`config.mk`:
```
export PLATFORM = sky130hd
export DESIGN_NAME = icb_xfer_master
export DESIGN_NICKNAME = d
export VERILOG_FILES = /design/src/rtl/icb_xfer_master.sv
export SDC_FILE = /design/constraint.sdc
export NUM_CORES = 1
export LEC_CHECK = 0
export ABC_AREA = 1
export ABC_CLOCK_PERIOD_IN_PS = 1700
export CORE_UTILIZATION = 50
export CTS_CLUSTER_SIZE = 25
export DETAILED_ROUTE_END_ITERATION = 10
export HOLD_SLACK_MARGIN = 0.06
export PLACE_DENSITY = 0.81
export SETUP_SLACK_MARGIN = 0.05
export SLEW_MARGIN = 20
export SYNTH_ARGS = -nofsm -noshare
export SYNTH_HDL_FRONTEND = slang
export SYNTH_SLANG_ARGS = --single-unit
```
`constraint.sdc`:
```
create_clock -name clk -period 1.7 [get_ports clk]
set_input_delay 0.17 -clock clk [delete_from_list [all_inputs] [get_ports clk]]
set_output_delay 0.17 -clock clk [all_outputs]
set_load 0.05 [all_outputs]
```
`src/rtl/icb_xfer_master.sv`:
```
// Word-by-word memory copy engine on an ICB master port: each word is read
// from the source, held in a one-word buffer, then written to the destination.
module icb_xfer_master #(
  parameter int LEN_W = 16
) (
  input  logic             clk,
  input  logic             rst_n,
  input  logic             start,
  input  logic [31:0]      src_addr,
  input  logic [31:0]      dst_addr,
  input  logic [LEN_W-1:0] len,
  output logic             busy,
  output logic             done,
  output logic             err,
  output logic             o_icb_cmd_valid,
  input  logic             o_icb_cmd_ready,
  output logic [31:0]      o_icb_cmd_addr,
  output logic             o_icb_cmd_read,
  output logic [31:0]      o_icb_cmd_wdata,
  output logic [3:0]       o_icb_cmd_wmask,
  input  logic             o_icb_rsp_valid,
  output logic             o_icb_rsp_ready,
  input  logic             o_icb_rsp_err,
  input  logic [31:0]      o_icb_rsp_rdata
);

  // state  | meaning
  // IDLE   | waiting for start
  // RD_CMD | read command presented at the source address
  // RD_RSP | waiting for read data
  // WR_CMD | write command presented at the destination address
  // WR_RSP | waiting for write acknowledge
  // FIN    | one-cycle done pulse
  typedef enum logic [2:0] {
    IDLE   = 3'd0,
    RD_CMD = 3'd1,
    RD_RSP = 3'd2,
    WR_CMD = 3'd3,
    WR_RSP = 3'd4,
    FIN    = 3'd5
  } state_t;

  state_t           state, state_nx;
  logic [31:0]      src_q;
  logic [31:0]      dst_q;
  logic [LEN_W-1:0] cnt_q;
  logic [31:0]      buf_q;
  logic             err_q;

  logic cmd_hs;
  logic rsp_ok;
  logic rsp_bad;

  assign cmd_hs  = o_icb_cmd_valid & o_icb_cmd_ready;
  assign rsp_ok  = o_icb_rsp_valid & ~o_icb_rsp_err;
  assign rsp_bad = o_icb_rsp_valid & o_icb_rsp_err;

  always_ff @(posedge clk or negedge rst_n) begin
    if (!rst_n) begin
      state <= IDLE;
    end else begin
      state <= state_nx;
    end
  end

  always_comb begin
    state_nx = state;
    case (state)
      IDLE: begin
        if (start) begin
          state_nx = (len != '0) ? RD_CMD : FIN;
        end
      end
      RD_CMD: begin
        if (cmd_hs) state_nx = RD_RSP;
      end
      RD_RSP: begin
        if (rsp_bad)     state_nx = FIN;
        else if (rsp_ok) state_nx = WR_CMD;
      end
      WR_CMD: begin
        if (cmd_hs) state_nx = WR_RSP;
      end
      WR_RSP: begin
        if (rsp_bad) begin
          state_nx = FIN;
        end else if (rsp_ok) begin
          // count is decremented on this same edge, so 1 means last word
          state_nx = (cnt_q == LEN_W'(1)) ? FIN : RD_CMD;
        end
      end
      FIN:     state_nx = IDLE;
      default: state_nx = IDLE;
    endcase
  end

  always_ff @(posedge clk or negedge rst_n) begin
    if (!rst_n) begin
      src_q <= '0;
      dst_q <= '0;
      cnt_q <= '0;
      buf_q <= '0;
      err_q <= 1'b0;
    end else begin
      case (state)
        IDLE: begin
          if (start) begin
            src_q <= src_addr;
            dst_q <= dst_addr;
            cnt_q <= len;
            err_q <= 1'b0;
          end
        end
        RD_RSP: begin
          if (rsp_bad)     err_q <= 1'b1;
          else if (rsp_ok) buf_q <= o_icb_rsp_rdata;
        end
        WR_RSP: begin
          if (rsp_bad) begin
            err_q <= 1'b1;
          end else if (rsp_ok) begin
            src_q <= src_q + 32'd4;
            dst_q <= dst_q + 32'd4;
            cnt_q <= cnt_q - LEN_W'(1);
          end
        end
        default: ;
      endcase
    end
  end

  // Command fields decode straight from state and registers, so they cannot
  // move while a command waits for ready.
  always_comb begin
    o_icb_cmd_valid = 1'b0;
    o_icb_cmd_addr  = '0;
    o_icb_cmd_read  = 1'b0;
    o_icb_cmd_wmask = 4'h0;
    o_icb_rsp_ready = 1'b0;
    case (state)
      RD_CMD: begin
        o_icb_cmd_valid = 1'b1;
        o_icb_cmd_addr  = src_q;
        o_icb_cmd_read  = 1'b1;
      end
      WR_CMD: begin
        o_icb_cmd_valid = 1'b1;
        o_icb_cmd_addr  = dst_q;
        o_icb_cmd_wmask = 4'hF;
      end
      RD_RSP, WR_RSP: o_icb_rsp_ready = 1'b1;
      default: ;
    endcase
  end

  assign o_icb_cmd_wdata = buf_q;
  assign busy            = (state != IDLE);
  assign done            = (state == FIN);
  assign err             = err_q;

endmodule

```
==> results of run 1 <==
-- final cells by class --
class,count,area [µm²]
clock buffer,18,429.2
multi-input combinational,888,4880
fill,819,2268
timing repair buffer,288,3508
tap,184,230.2
clock inverter,14,130.1
sequential,116,2905
inverter,97,402.9
-- routing by layer --
layer,up-vias,track usage,wire (µm)
li1,4229,-,-
met1,4444,0.4162,11100
met2,842,0.5817,14850
met3,211,0.08666,3886
met4,0,0.1559,2194
met5,-,0,0
-- final timing paths --
check | cells past startpoint | to | startpoint
min reg2reg | 2 | dst_q[0] | dst_q[0]
max | 5 | o_icb_cmd_addr[3] | state[1]
max in group asynchronous | 3 | src_q[6] | rst_n
max reg2reg | 12 | dst_q[11] | state[0]
min in group clk | 3 | src_q[0] | src_addr[0]
min | 2 | cnt_q[4] | rst_n
-- state kept, by name, indices dropped and copies added (netlist names) --
register / cells
cnt_q: 16
state: 3
err: 1
src_q: 32
dst_q: 32
o_icb_cmd_wdata: 32
-- cell usage after synthesis, drive strengths merged --
| cell | count | area (µm²) |
|---|---|---|
| xnor2 | 4 | 35.03 |
| a22oi | 2 | 15.01 |
| a21oi | 28 | 140.1 |
| ha | 4 | 50.05 |
| xor2 | 2 | 17.52 |
| nand3b | 2 | 15.01 |
| buf | 39 | 262.8 |
| mux2 | 32 | 360.3 |
| dfrtp | 116 | 2903 |
| o21ai | 77 | 385.4 |
| o21bai | 1 | 7.510 |
| or2 | 2 | 12.51 |
| and3 | 1 | 6.260 |
| nand4 | 12 | 75.07 |
| clkinv | 1 | 3.750 |
| clkbuf | 6 | 22.52 |
| o211ai | 2 | 15.01 |
| nand2 | 372 | 1424 |
| inv | 96 | 360.3 |
| nor2 | 218 | 845.8 |
| a31oi | 3 | 18.77 |
| nand3 | 90 | 455.4 |
| o22ai | 29 | 181.4 |
| a22o | 6 | 52.55 |
| nor3 | 1 | 5.000 |
-- worst max-delay path, cell delays in order, from the launching register on --
cell,delay (ps)
dfrtp_1,440
buf_4,170
nand2_4,110
clkinv_4,150
a22o_2,310
buf_6,170
-- logic make-up (layout without fill, tap and decap cells) --
kind of cell,Yosys count,count (layout),share of synthesized area
XOR/XNOR,6,6,0.006851
adder cells (fa/ha/maj),4,4,0.006526
AO/OA/AOI/OAI,148,148,0.1064
buffers and inverters,142,417,0.08467
AND/OR/NAND/NOR,698,698,0.3701
multiplexers,32,32,0.04698
flip-flops,116,116,0.3785
-- cell usage in the layout (no fill, tap or decap), types with 4 or more instances in the layout --
cell             instances
clkinv_4                 4
o21ai_0                 51
o21ai_1                 22
buf_12                  47
clkbuf_16               29
buf_16                   5
inv_1                   89
buf_6                   20
clkdlybuf4s50_1        116
nand2_4                  8
dlygate4sd2_1           28
nor2_2                  22
nand4_1                 12
a22o_2                   4
nand2_2                 26
nand3_1                 88
buf_8                    6
buf_4                   53
dfrtp_1                114
mux2_1                   5
nor2_1                 171
xnor2_1                  4
o22ai_4                 25
nor2_4                  25
clkinvlp_4               5
a21oi_1                 22
a21oi_2                  6
mux2_2                  27
nand2_1                337
-- stage by stage --
stage	area (µm²)	TNS, ps	cells
6_report	12490	-11350	1605
5_1_grt	12490	-16640	1605
4_1_cts	11470	-5925	1569
3_5_place_dp	10700	0	1527
3_3_place_gp	10700	0	1527
2_1_floorplan	8071	-2807	1146
-- timing repair --
action / 4_1_cts / 5_1_grt
pin swaps: 5 / 22
hold buffers: 1 / 0
endpoints found under the hold margin: 116 / 0
resized for setup: 62 / 155
endpoints found under the setup margin: 91 / 105
buffers inserted: 8 / 20
cloned: 1 / 17
-- report_power, final --
part           total [mW]  internal, mW  switching (mW)
registers            5.63          4.14            1.49
clock network        3.48          2.02            1.46
logic                17.7          7.12            10.5
total                26.8          13.3            13.5
==> impl_metrics.csv, run 1 <==
group,metric,value,unit
yosys,syn-num-nets,1268,
outcome,violations,"negative setup slack",
sta,fmax,0.5079,GHz
grt,grt_max_degree,57,
grt,antenna_found_initial,0,
clock_tree,cts_buffers,17,
routing,drt_iter0_drc,1289,
power_and_ir_drop,power,26.77,mW
yosys,postSynthAreaPerCell,6.693,µm²
clock_tree,insertion_delay,440,ps
yosys,syn_area,7670,µm²
clock_tree,htreeDepth,4,
sta,fin_skew,18.59,ps
routing,drc,0,
die,die_w,125.9,µm
die,ios,192,
sta,final_hold_viol_count,0,
routing,first_pass_iters,8,
clock_tree,cts_buffer_depth,2,
sta,post-route-min-period,1969,ps
die,row_count,44,
finish,layout.nets,1530,
die,start_util,0.5198,
finish,area_growth,62.79,%
sta,rsz0062_at_grt,"yes",
grt,grt_pass1_vias,8483,
hold_path,hold_class,"primary input to asynchronous set/reset pin",
finish,n_antenna_cell,0,
yosys,postSynthCellCount,1146,
sta,tightest_slew,520.9,ps
routing,ant_nets,0,
critical_path,crit_path_start_kind,"register",
sta,timing.hold.ws,181.9,ps
die,dieArea,15840,µm²
finish,drive_gt1_frac,0.2393,
critical_path,crit_required,1530,ps
yosys,synth_cell_types,35,
routing,viasPerCell,6.060,
critical_path,r2r_slack,-190,ps
grt,track_usage,0.3448,
sta,setup_viol,102,
grt,grt_pass1_wl,42.70,mm
place,preCtsSetupSlack,3.267,ps
sta,fin_crit_sh,1.158,
routing,post_drt_wl_per_cell,19.96,µm
power_and_ir_drop,leakage,5.399,nW
place,numPortBuffers,191,
clock_tree,cts-root-buf,"clkbuf_16",
die,die_y,125.9,µm
critical_path,path_class,"register to output pin",
die,core_area,14750,µm²
yosys,synth_seq_area_share,0.3785,
clock_tree,clock-sinks,116,
outcome,status,"complete, but fails checks",
sta,relSlewSlack,0.6541,
critical_path,setup.worst_path.end_class,"output pin",
sta,finalMaxSlewViolations,0,
clock_tree,clk_pin_slew_worst_paths,60,ps
flow_run,cap_violations,0,
clock_tree,cts_tree,"yes",
critical_path,worst_ep_arrival_time,1800,ps
power_and_ir_drop,ir_drop,1788,µV
grt,grt-ovfl-total,0,
place,gp_congestion,0.9661,
routing,routed_wl,32.03,mm
critical_path,critPathMaxFanout,11,
place,dpl.hpwl,18.85,mm
yosys,ys_seq_elements,116,
yosys,yosys_warnings,0,
finish,utilization,0.8463,
routing,vias,9726,
power_and_ir_drop,powerDensity,2144,nW/µm²
sta,worst_slack,-269.0,ps
Power figures use the tool's default switching activity.
==> inputs of run 2 (changes only) <==
CTS_CLUSTER_SIZE = not set   (was 25)
==> results of run 2 <==
No change in the layout: final DEF, timing and power equal those of run 1.
